$ cat config.mk
export PLATFORM = sky130hd
export DESIGN_NAME = sub_share_arb
export DESIGN_NICKNAME = d
export VERILOG_FILES = /design/src/rtl/sub_share_arb.sv
export SDC_FILE = /design/constraint.sdc
export NUM_CORES = 1
export LEC_CHECK = 0
export ABC_AREA = 1
export CAP_MARGIN = 20
export CORE_MARGIN = 5
export CORE_UTILIZATION = 50
export DETAILED_ROUTE_END_ITERATION = 16
export DONT_BUFFER_PORTS = 1
export HOLD_SLACK_MARGIN = 0.15
export PLACE_DENSITY = 0.66
export REMOVE_ABC_BUFFERS = 1
export SETUP_SLACK_MARGIN = 0.2
export SYNTH_ARGS = -nofsm -noshare
export SYNTH_HDL_FRONTEND = slang
export SYNTH_SLANG_ARGS = --single-unit
$ cat constraint.sdc
create_clock -name clk -period 4.3 [get_ports clk]
set_clock_uncertainty 0.15 [all_clocks]
set_input_delay 0.43 -clock clk [delete_from_list [all_inputs] [get_ports clk]]
set_output_delay 0.43 -clock clk [all_outputs]
set_load 0.02 [all_outputs]
$ cat src/rtl/sub_share_arb.sv
// Round-robin arbiter sharing one subtractor across NREQ requesters, with a single registered response slot.
// Define SUB_SHARE_ARB_SAT_EN to clamp underflowing results to zero (borrow still reported).
module sub_share_arb #(
    parameter int unsigned NREQ  = 4,
    parameter int unsigned WIDTH = 8,
    localparam int unsigned IDW  = $clog2(NREQ)
) (
    input  logic                    clk,
    input  logic                    rst,
    input  logic [NREQ-1:0]         req_valid,
    output logic [NREQ-1:0]         req_ready,
    input  logic [NREQ*WIDTH-1:0]   req_a,
    input  logic [NREQ*WIDTH-1:0]   req_b,
    input  logic [NREQ-1:0]         req_ci,
    output logic                    rsp_valid,
    input  logic                    rsp_ready,
    output logic [IDW-1:0]          rsp_id,
    output logic [WIDTH-1:0]        rsp_diff,
    output logic                    rsp_borrow
);

    localparam logic [0:0] ST_EMPTY = 1'b0;
    localparam logic [0:0] ST_FULL  = 1'b1;

    logic [0:0]       state_q, state_d;
    logic [IDW-1:0]   ptr_q, ptr_d;
    logic             rsp_valid_q, rsp_valid_d;
    logic [IDW-1:0]   rsp_id_q, rsp_id_d;
    logic [WIDTH-1:0] rsp_diff_q, rsp_diff_d;
    logic             rsp_borrow_q, rsp_borrow_d;

    logic             can_accept_c;
    logic             found_c;
    logic             transfer_c;
    logic [IDW-1:0]   sel_idx_c;
    logic [IDW-1:0]   idx_c;
    logic [WIDTH-1:0] a_sel_c, b_sel_c;
    logic             ci_sel_c;
    logic [WIDTH:0]   diff_full_c;
    logic [WIDTH-1:0] diff_res_c;

    assign can_accept_c = (state_q == ST_EMPTY) | (rsp_valid_q & rsp_ready);

    // First valid requester at or after the pointer, wrapping around.
    always_comb begin
        found_c   = 1'b0;
        sel_idx_c = '0;
        idx_c     = '0;
        for (int unsigned k = 0; k < NREQ; k++) begin
            idx_c = IDW'((32'(ptr_q) + k) % NREQ);
            if (!found_c && req_valid[idx_c]) begin
                found_c   = 1'b1;
                sel_idx_c = idx_c;
            end
        end
    end

    assign transfer_c = found_c & can_accept_c & ~rst;

    always_comb begin
        req_ready = '0;
        if (transfer_c) begin
            req_ready[sel_idx_c] = 1'b1;
        end
    end

    // Shared subtractor on the granted operands.
    always_comb begin
        a_sel_c     = req_a[32'(sel_idx_c)*WIDTH +: WIDTH];
        b_sel_c     = req_b[32'(sel_idx_c)*WIDTH +: WIDTH];
        ci_sel_c    = req_ci[sel_idx_c];
        diff_full_c = {1'b0, a_sel_c} - {1'b0, b_sel_c} - {{WIDTH{1'b0}}, ci_sel_c};
`ifdef SUB_SHARE_ARB_SAT_EN
        diff_res_c  = diff_full_c[WIDTH] ? '0 : diff_full_c[WIDTH-1:0];
`else
        diff_res_c  = diff_full_c[WIDTH-1:0];
`endif
    end

    always_comb begin
        state_d      = state_q;
        ptr_d        = ptr_q;
        rsp_valid_d  = rsp_valid_q;
        rsp_id_d     = rsp_id_q;
        rsp_diff_d   = rsp_diff_q;
        rsp_borrow_d = rsp_borrow_q;
        case (state_q)
            ST_EMPTY: begin
                rsp_valid_d = 1'b0;
            end
            ST_FULL: begin
                if (rsp_ready) begin
                    state_d     = ST_EMPTY;
                    rsp_valid_d = 1'b0;
                end
            end
            default: begin
                state_d     = ST_EMPTY;
                rsp_valid_d = 1'b0;
            end
        endcase
        // A grant always refills the slot, including the same-cycle drain case.
        if (transfer_c) begin
            state_d      = ST_FULL;
            rsp_valid_d  = 1'b1;
            rsp_id_d     = sel_idx_c;
            rsp_diff_d   = diff_res_c;
            rsp_borrow_d = diff_full_c[WIDTH];
            ptr_d        = IDW'((32'(sel_idx_c) + 32'd1) % NREQ);
        end
    end

    always_ff @(posedge clk) begin
        if (rst) begin
            state_q      <= ST_EMPTY;
            ptr_q        <= '0;
            rsp_valid_q  <= 1'b0;
            rsp_id_q     <= '0;
            rsp_diff_q   <= '0;
            rsp_borrow_q <= 1'b0;
        end else begin
            state_q      <= state_d;
            ptr_q        <= ptr_d;
            rsp_valid_q  <= rsp_valid_d;
            rsp_id_q     <= rsp_id_d;
            rsp_diff_q   <= rsp_diff_d;
            rsp_borrow_q <= rsp_borrow_d;
        end
    end

    assign rsp_valid  = rsp_valid_q;
    assign rsp_id     = rsp_id_q;
    assign rsp_diff   = rsp_diff_q;
    assign rsp_borrow = rsp_borrow_q;

endmodule

==> run summary, run 1 <==
status = finished, final reports clean
Synth async-reset ratio = 0%
die extent in y = 71.1 um
CTS tree = yes
Worst-Skew Late Latency = 0.25 ns
reg-to-reg slack, setup = 0.56 ns
measured slew at the worst slew-check pin = 0.719 ns
classification of the worst setup path = reg -> reg
Util after Layout = 57.4%
Yosys warning total = 0
Max Buffers Root-to-Sink = 2
Setup TNS = 0 ns
CP Launch Type = register
Root Buffer = clkbuf_8
drt wl/cell = 13.2 um
top post-synthesis cells by count = nand2_1 (98), inv_1 (40), nor2_1 (22)
layout cell share with drive strength beyond 1 = 13.9%
Slew headroom = 52.0%
clock sinks = 15
drt drc = 0
initial core utilization = 51.3%
worst stage delay on the critical path = 0.37 ns
remaining antenna violation count after routing = 0
Ant. Diodes = 0
most common cell in the netlist = nand2_1
ys flop type = dfxtp_1
worst hold path type = in -> reg
Max Fclk = 267 MHz
clock-pin slew on the worst setup and hold paths = 0.06 ns
Distinct cells, synth = 29
fill cell count = 389
IO buf count = 0
Area growth syn-to-layout = 11.9%
die width = 71.1 um
H-tree depth = 1
Cell Area, Synth = 1860 um^2
vias per cell = 5.39
Core Area = 3630 um^2
Post-synth EDFFs = 0
Final Slew Violations = 0
Num CTS Buffers = 3
Final Hold Fails = 0
top cell type's share of synthesized area = 19.7%
DRT Pass-1 Iters = 4
CP max-delay cell = dfxtp_2
Worst setup EP type = register
number of max-cap violations = 0
Tot GR Track Use = 18.5%
Synth area leaders = nand2_1 (20%), dfxtp_1 (16%), ha_1 (11%), inv_1 (8.1%), o21ai_0 (5.4%)
Yosys reg bits = 15
via count = 1967
DP HPWL = 3750 um
Worst Path Arrival = 3.73 ns
Min Hold Slack = 0.210 ns
first-pass GRT wire length = 7900 um
CP Max Fanout = 9
Mapped Cells = 310
die area = 5050 um^2
unrepaired setup endpoints after global routing = false
register area share after synthesis = 16.1%
GRT overflow = 0
Final Net Count = 411
CP delay by family, top = simple AND/OR/NAND/NOR gates
Post-Route WL = 4820 um
Final Setup Violations = 0
Ports = 91
minimum clock period = 3.74 ns
Placer Congestion = 0.842
area leader, netlist = nand2_1
vias in the first global route = 1789
number of antenna violations at the first check in global routing = 0
DRT iter0 DRCs = 117
worst path required time = 4.29 ns
largest net degree at the start of global routing = 25
Rows = 22
Final Cycle Share = 87.0%
Buffers & Inverters on Critical Path = 5
Mean Syn Cell Area = 6.01 um^2
## registers in the layout, indices dropped and copies added, names as in the netlist
signal      cells
state_q         1
rsp_valid       1
rsp_id          2
rsp_diff        8
rsp_borrow      1
ptr_q           2
## cell type report
| type | instances | area, um^2 | area share, % |
|---|---|---|---|
| Tap cell | 48 | 60.1 | 2.88 |
| Inverter | 45 | 189 | 9.05 |
| Sequential cell | 15 | 302 | 14.4 |
| Multi-Input combinational cell | 237 | 1350 | 64.8 |
| Clock buffer | 4 | 45.0 | 2.16 |
| Timing Repair Buffer | 16 | 139 | 6.65 |
## metal layers
| layer | up-vias | global-route usage, % | wire length (um) |
|---|---|---|---|
| met5 | - | 0 | 0 |
| met4 | 0 | 3.76 | 53 |
| met3 | 7 | 3.41 | 291 |
| met2 | 63 | 32.4 | 2390 |
| met1 | 874 | 23.6 | 2080 |
| li1 | 1023 | - | - |
## tightest hold or removal path, delay by kind of cell
family | cells | cell delay (ns)
simple gates | 1 | 0.06
compound gates | 1 | 0.05
buf+inv | 1 | 0.03
## kinds of logic after synthesis
logic type                 Yosys count  synth area share (%)
and+or+nand+nor                    153                  35.8
AOI/OAI and AO/OA                   61                  20.1
buffers and inverters               59                  13.2
adders and majority gates           18                  12.9
DFF                                 15                  16.1
xor gates and xnor gates             4                  1.88
## through the flow
stage                     instances  setup slack, ns  area [um^2]
after global routing            365            0.196         2090
after CTS                       353            0.280         1930
after global placement          348            0.365         1880
after detailed placement        348            0.294         1880
after floorplan                 296            0.282         1790
final                           365            0.558         2090
## path summary, 6_finish.rpt
check	start	end	cells past startpoint
setup / recovery	ptr_q[0]	rsp_borrow	25
hold / removal	rst	ptr_q[0]	3
setup reg to reg	ptr_q[0]	rsp_borrow	25
hold reg to reg	state_q	state_q	4
## cells in the final DEF (no fill, tap or decap), types with 2 or more instances in the layout
| master | instances |
|---|---|
| nand2_1 | 97 |
| inv_2 | 2 |
| nand3_2 | 4 |
| a32oi_1 | 3 |
| nand3_4 | 2 |
| nand2_2 | 9 |
| a211oi_1 | 2 |
| a21oi_1 | 18 |
| a32o_1 | 8 |
| o21ai_0 | 17 |
| buf_4 | 13 |
| dfxtp_1 | 14 |
| nor2_1 | 21 |
| o21ai_1 | 5 |
| xor2_1 | 3 |
| o22ai_1 | 5 |
| clkbuf_8 | 3 |
| ha_1 | 16 |
| inv_1 | 40 |
| nand3_1 | 16 |
## what timing repair did
action                                  in CTS  in global routing
hold buffers                                 1                  0
endpoints found under the hold margin        1                  0
buffers inserted                             0                 11
endpoints found under the setup margin       0                  2
gates resized for setup                      0                 22
Power of run 1 is not shown: default switching activity piles up to over one toggle a cycle in this logic, so the estimate is an artifact.
==> inputs of run 2 (changes only) <==
--- a/config.mk
+++ b/config.mk
@@ -7,14 +7,17 @@
 export LEC_CHECK = 0
 export ABC_AREA = 1
 export CAP_MARGIN = 20
+export CELL_PAD_IN_SITES_DETAIL_PLACEMENT = 2
+export CELL_PAD_IN_SITES_GLOBAL_PLACEMENT = 2
 export CORE_MARGIN = 5
-export CORE_UTILIZATION = 50
+export CORE_UTILIZATION = 31
 export DETAILED_ROUTE_END_ITERATION = 16
 export DONT_BUFFER_PORTS = 1
 export HOLD_SLACK_MARGIN = 0.15
-export PLACE_DENSITY = 0.66
+export PLACE_DENSITY = 0.81
 export REMOVE_ABC_BUFFERS = 1
 export SETUP_SLACK_MARGIN = 0.2
+export SKIP_LAST_GASP = 1
 export SYNTH_ARGS = -nofsm -noshare
 export SYNTH_HDL_FRONTEND = slang
 export SYNTH_SLANG_ARGS = --single-unit
==> run summary, run 2 (same netlist as run 1, synthesis figures left out) <==
die extent in y = 87.6 um
H-tree depth = 1
layout cell share with drive strength beyond 1 = 23.8%
number of max-cap violations = 0
max reg flops = 8
first-pass GRT wire length = 10500 um
Max Buffers Root-to-Sink = 2
worst stage delay on the critical path = 0.38 ns
minimum clock period = 3.99 ns
die area = 7670 um^2
CP max-delay cell = dfxtp_4
DRT Pass-1 Iters = 4
clock-pin slew on the worst setup and hold paths = 0.06 ns
status = finished, final reports clean
via count = 2124
Ant. Diodes = 0
Ports = 91
drt wl/cell = 19.5 um
Setup TNS = 0 ns
vias per cell = 5.34
Max Fclk = 251 MHz
worst path required time = 4.30 ns
number of antenna violations at the first check in global routing = 0
unrepaired setup endpoints after global routing = false
Post-Route WL = 7770 um
remaining antenna violation count after routing = 0
Num CTS Buffers = 3
HP Start = rst
Final Cycle Share = 92.8%
Area growth syn-to-layout = 22.2%
classification of the worst setup path = reg -> reg
clock sinks = 15
Core Area = 5890 um^2
placed instance area = 1930 um^2
Worst Path Arrival = 3.99 ns
post-route cell area = 2280 um^2
fill cell count = 745
DRT iter0 DRCs = 46
most used cell, CP = nor2_1
Final Hold Fails = 0
Rows = 28
largest net degree at the start of global routing = 25
Final Slew Violations = 0
vias in the first global route = 2289
commonest cells after routing, fill and taps aside = nand2_1 (89), inv_1 (36), nor2_1 (20)
DP HPWL = 5390 um
CTS tree = yes
Worst setup EP type = register
Placer Congestion = 0.852
CP Launch Type = register
Final Net Count = 417
Critical path origin = ptr_q[0]
Worst-Skew Late Latency = 0.25 ns
measured slew at the worst slew-check pin = 0.722 ns
worst hold path type = in -> reg
die width = 87.6 um
initial core utilization = 31.7%
Final Setup Violations = 0
drt drc = 0
CP Max Fanout = 9
Root Buffer = clkbuf_8
Tot GR Track Use = 16.9%
Slew headroom = 51.7%
worst flop-to-flop path startpoint = ptr_q[0]
commonest non-fill, non-tap cell in the layout = nand2_1
IO buf count = 0
GRT overflow = 0
## run 2: changes by cell type in the layout (fill, tap and decap cells not counted), moves of 4 or more
| cell | change |
|---|---|
| nand2_1 | -8 |
| nand2_2 | +7 |
| inv_1 | -4 |
| inv_2 | +4 |
| nand3_1 | -4 |
## run 2: routing by layer
layer / vias to the layer above / wire [um] / global-route usage, % / part of all wire [%]
li1: 1031 / - / - / -
met1: 1025 / 2960 / 18.7 / 38
met2: 60 / 4300 / 32.9 / 55
met3: 8 / 434 / 4.89 / 5.6
met4: 0 / 70 / 1.26 / 0.90
met5: - / 0 / 0 / 0
## run 2: path summary, 6_finish.rpt
check,endpoint,slack (ns),depth (start not counted)
setup / recovery,rsp_borrow,0.31,26
hold / removal,ptr_q[0],0.24,3
setup reg to reg,rsp_borrow,0.31,26
hold reg to reg,rsp_id[0],0.45,2
## run 2: area by class of cell
| class | instances | area (um^2) | share of cell area [%] |
|---|---|---|---|
| multi-input combinational | 236 | 1430 | 62.8 |
| timing repair buffer | 22 | 203 | 8.90 |
| sequential | 15 | 305 | 13.4 |
| tap | 75 | 93.8 | 4.12 |
| timing repair inverter | 1 | 8.76 | 0.384 |
| clock buffer | 3 | 41.3 | 1.81 |
| clock inverter | 1 | 5.00 | 0.220 |
| inverter | 45 | 191 | 8.40 |
## run 2: repair_timing
action | 4_1_cts | 5_1_grt
setup endpoints to repair | 1 | 3
pin swaps | 1 | 10
gates cloned | 0 | 1
buffers inserted | 1 | 14
endpoints found under the hold margin | 1 | 0
hold buffers | 1 | 0
gates resized for setup | 4 | 57
## run 2: worst max-delay path, delay by kind of cell (launching register included)
kind | cells | cell delay [ns]
xor gates and xnor gates | 1 | 0.14
and+or+nand+nor | 12 | 1.16
DFF | 1 | 0.38
AOI/OAI and AO/OA | 5 | 0.82
buffers and inverters | 6 | 0.61
adders and majority gates | 2 | 0.60
## run 2: metrics by stage
step	cells	setup WS, ns	hold slack [ns]	utilization (%)
after global routing	398	0.0729	0.264	38.7
after floorplan	296	0.282	0.349	-
after detailed placement	377	0.122	0.360	32.7
final	398	0.309	0.235	38.7
after global placement	377	0.381	0.351	32.7
after CTS	383	0.240	0.251	33.9
Power of run 2 is left out for the same reason.
==> inputs of run 3 (changes only) <==
--- a/config.mk
+++ b/config.mk
@@ -6,15 +6,16 @@
 export NUM_CORES = 1
 export LEC_CHECK = 0
 export ABC_AREA = 1
+export BUFFER_PORTS_ARGS = -buffer_cell sky130_fd_sc_hd__buf_2
 export CAP_MARGIN = 20
 export CELL_PAD_IN_SITES_DETAIL_PLACEMENT = 2
 export CELL_PAD_IN_SITES_GLOBAL_PLACEMENT = 2
+export CORE_ASPECT_RATIO = 1.2
 export CORE_MARGIN = 5
-export CORE_UTILIZATION = 31
+export CORE_UTILIZATION = 22
 export DETAILED_ROUTE_END_ITERATION = 16
-export DONT_BUFFER_PORTS = 1
 export HOLD_SLACK_MARGIN = 0.15
-export PLACE_DENSITY = 0.81
+export PLACE_DENSITY = 0.8
 export REMOVE_ABC_BUFFERS = 1
 export SETUP_SLACK_MARGIN = 0.2
 export SKIP_LAST_GASP = 1
==> constraint.sdc (replaced) <==
create_clock -name clk -period 3.7 [get_ports clk]
set_clock_uncertainty 0.15 [all_clocks]
set_input_delay 0.37 -clock clk [delete_from_list [all_inputs] [get_ports clk]]
set_output_delay 0.37 -clock clk [all_outputs]
set_load 0.02 [all_outputs]
==> run summary, run 3 (same netlist as run 1, synthesis figures left out) <==
status = complete, but fails checks
failing checks = setup timing
CP Launch Type = register
Max Buffers Root-to-Sink = 2
Worst setup EP type = register
Max Fclk = 236 MHz
Worst-Skew Late Latency = 0.27 ns
IO buf count = 90
Ant. Diodes = 0
worst path required time = 3.72 ns
Setup TNS = -1.41 ns
first-pass GRT wire length = 15600 um
layout cell share with drive strength beyond 1 = 52.0%
measured slew at the worst slew-check pin = 0.853 ns
die width = 94.0 um
commonest cells after routing, fill and taps aside = buf_2 (90), nand2_1 (75), buf_4 (53)
die extent in y = 111 um
commonest non-fill, non-tap cell in the layout = buf_2
largest net degree at the start of global routing = 25
Tot GR Track Use = 19.0%
DRT Pass-1 Iters = 4
worst flop-to-flop path startpoint = ptr_q[0]
capturing point of the worst reg2reg path = rsp_diff[6]
number of max-cap violations = 0
clock-pin slew on the worst setup and hold paths = 0.07 ns
GRT overflow = 0
drt wl/cell = 21.5 um
WHS Endpoint = rsp_id[0]
drt drc = 0
Min Hold Slack = 0.149 ns
max reg flops = 8
H-tree depth = 1
most used cell, CP = buf_4
reg2reg path depth = 25
minimum clock period = 4.23 ns
initial core utilization = 22.7%
Post-Place Worst Slack = -0.440 ns
CP Max Fanout = 7
unrepaired setup endpoints after global routing = true
via count = 2781
fill cell count = 1009
DP HPWL = 6330 um
CTS tree = yes
Final Setup Violations = 6
vias in the first global route = 3030
remaining antenna violation count after routing = 0
Final Cycle Share = 114%
Root Buffer = clkbuf_8
Core Area = 8200 um^2
die area = 10400 um^2
Final Net Count = 550
Final Slew Violations = 0
Placer Congestion = 0.838
Slew headroom = 43.0%
classification of the worst setup path = reg -> reg
Worst Hold Path Cells = 2
Util after Layout = 41.3%
Rows = 36
Post-Route WL = 12200 um
Num CTS Buffers = 3
HP Start = rst
reg-to-reg slack, setup = -0.53 ns
Final Hold Fails = 0
vias per cell = 4.88
Area growth syn-to-layout = 81.4%
number of antenna violations at the first check in global routing = 0
Worst Path Arrival = 4.25 ns
final worst slack = -0.534 ns
worst stage delay on the critical path = 0.42 ns
hold_buf cts = 0
clock sinks = 15
DRT iter0 DRCs = 71
CP max-delay cell = fa_2
Ports = 91
worst hold path type = in -> reg
run 3: cell count changes in the layout (fill, tap and decap cells not counted), sizes merged:
cell,change
buf,+135
bufbuf,+1
inv,+1
dlygate4sd3,-1
clkinv,-3
run 3: repair_timing:
item                                    CTS  global route
pin swaps                                27            34
gates resized for setup                  59            44
cloned                                    2             0
endpoints found under the setup margin    5             7
buffers inserted                         17            19
run 3: final cells by class:
cell class,count,area [um^2],area share [%]
Tap cell,114,143,4.22
Timing Repair Buffer,156,1050,31.2
Inverter,45,191,5.66
Clock buffer,4,45.0,1.33
Sequential cell,15,308,9.10
Multi-Input combinational cell,236,1640,48.5
run 3: worst max-delay path by stage:
stage / startpoint / to / slack (ns) / cells past startpoint
6_report: ptr_q[0] / rsp_diff[6] / -0.53 / 25
3_5_place_dp: ptr_q[0] / rsp_borrow / -0.44 / 26
3_3_place_gp: ptr_q[0] / rsp_borrow / -0.16 / 25
5_1_grt: ptr_q[0] / rsp_diff[6] / -0.68 / 25
4_1_cts: ptr_q[0] / rsp_borrow / -0.14 / 28
2_1_floorplan: ptr_q[0] / rsp_borrow / -0.32 / 27
run 3: critical path: cells and delay by family (launching register included):
family,cells,cell delay (ns)
AO/OA/AOI/OAI,7,1.22
buffers and inverters,9,1.09
adder cells (fa/ha/maj),2,0.69
AND/OR/NAND/NOR,7,0.58
flip-flops,1,0.38
run 3: metrics by stage:
step,std cells,cell area [um^2]
after global routing,570,3380
final,570,3380
after detailed placement,528,2600
after CTS,551,3050
after global placement,528,2600
after floorplan,296,1790
run 3: per-layer routing:
layer,vias up,share of wire (%),global-route usage (%),wire length (um)
met5,-,0,0,0
met4,0,4.5,5.68,555
met3,38,3.5,2.92,434
met2,88,55,37.1,6780
met1,1360,36,20.1,4460
li1,1295,-,-,-
Power of run 3 is left out for the same reason.
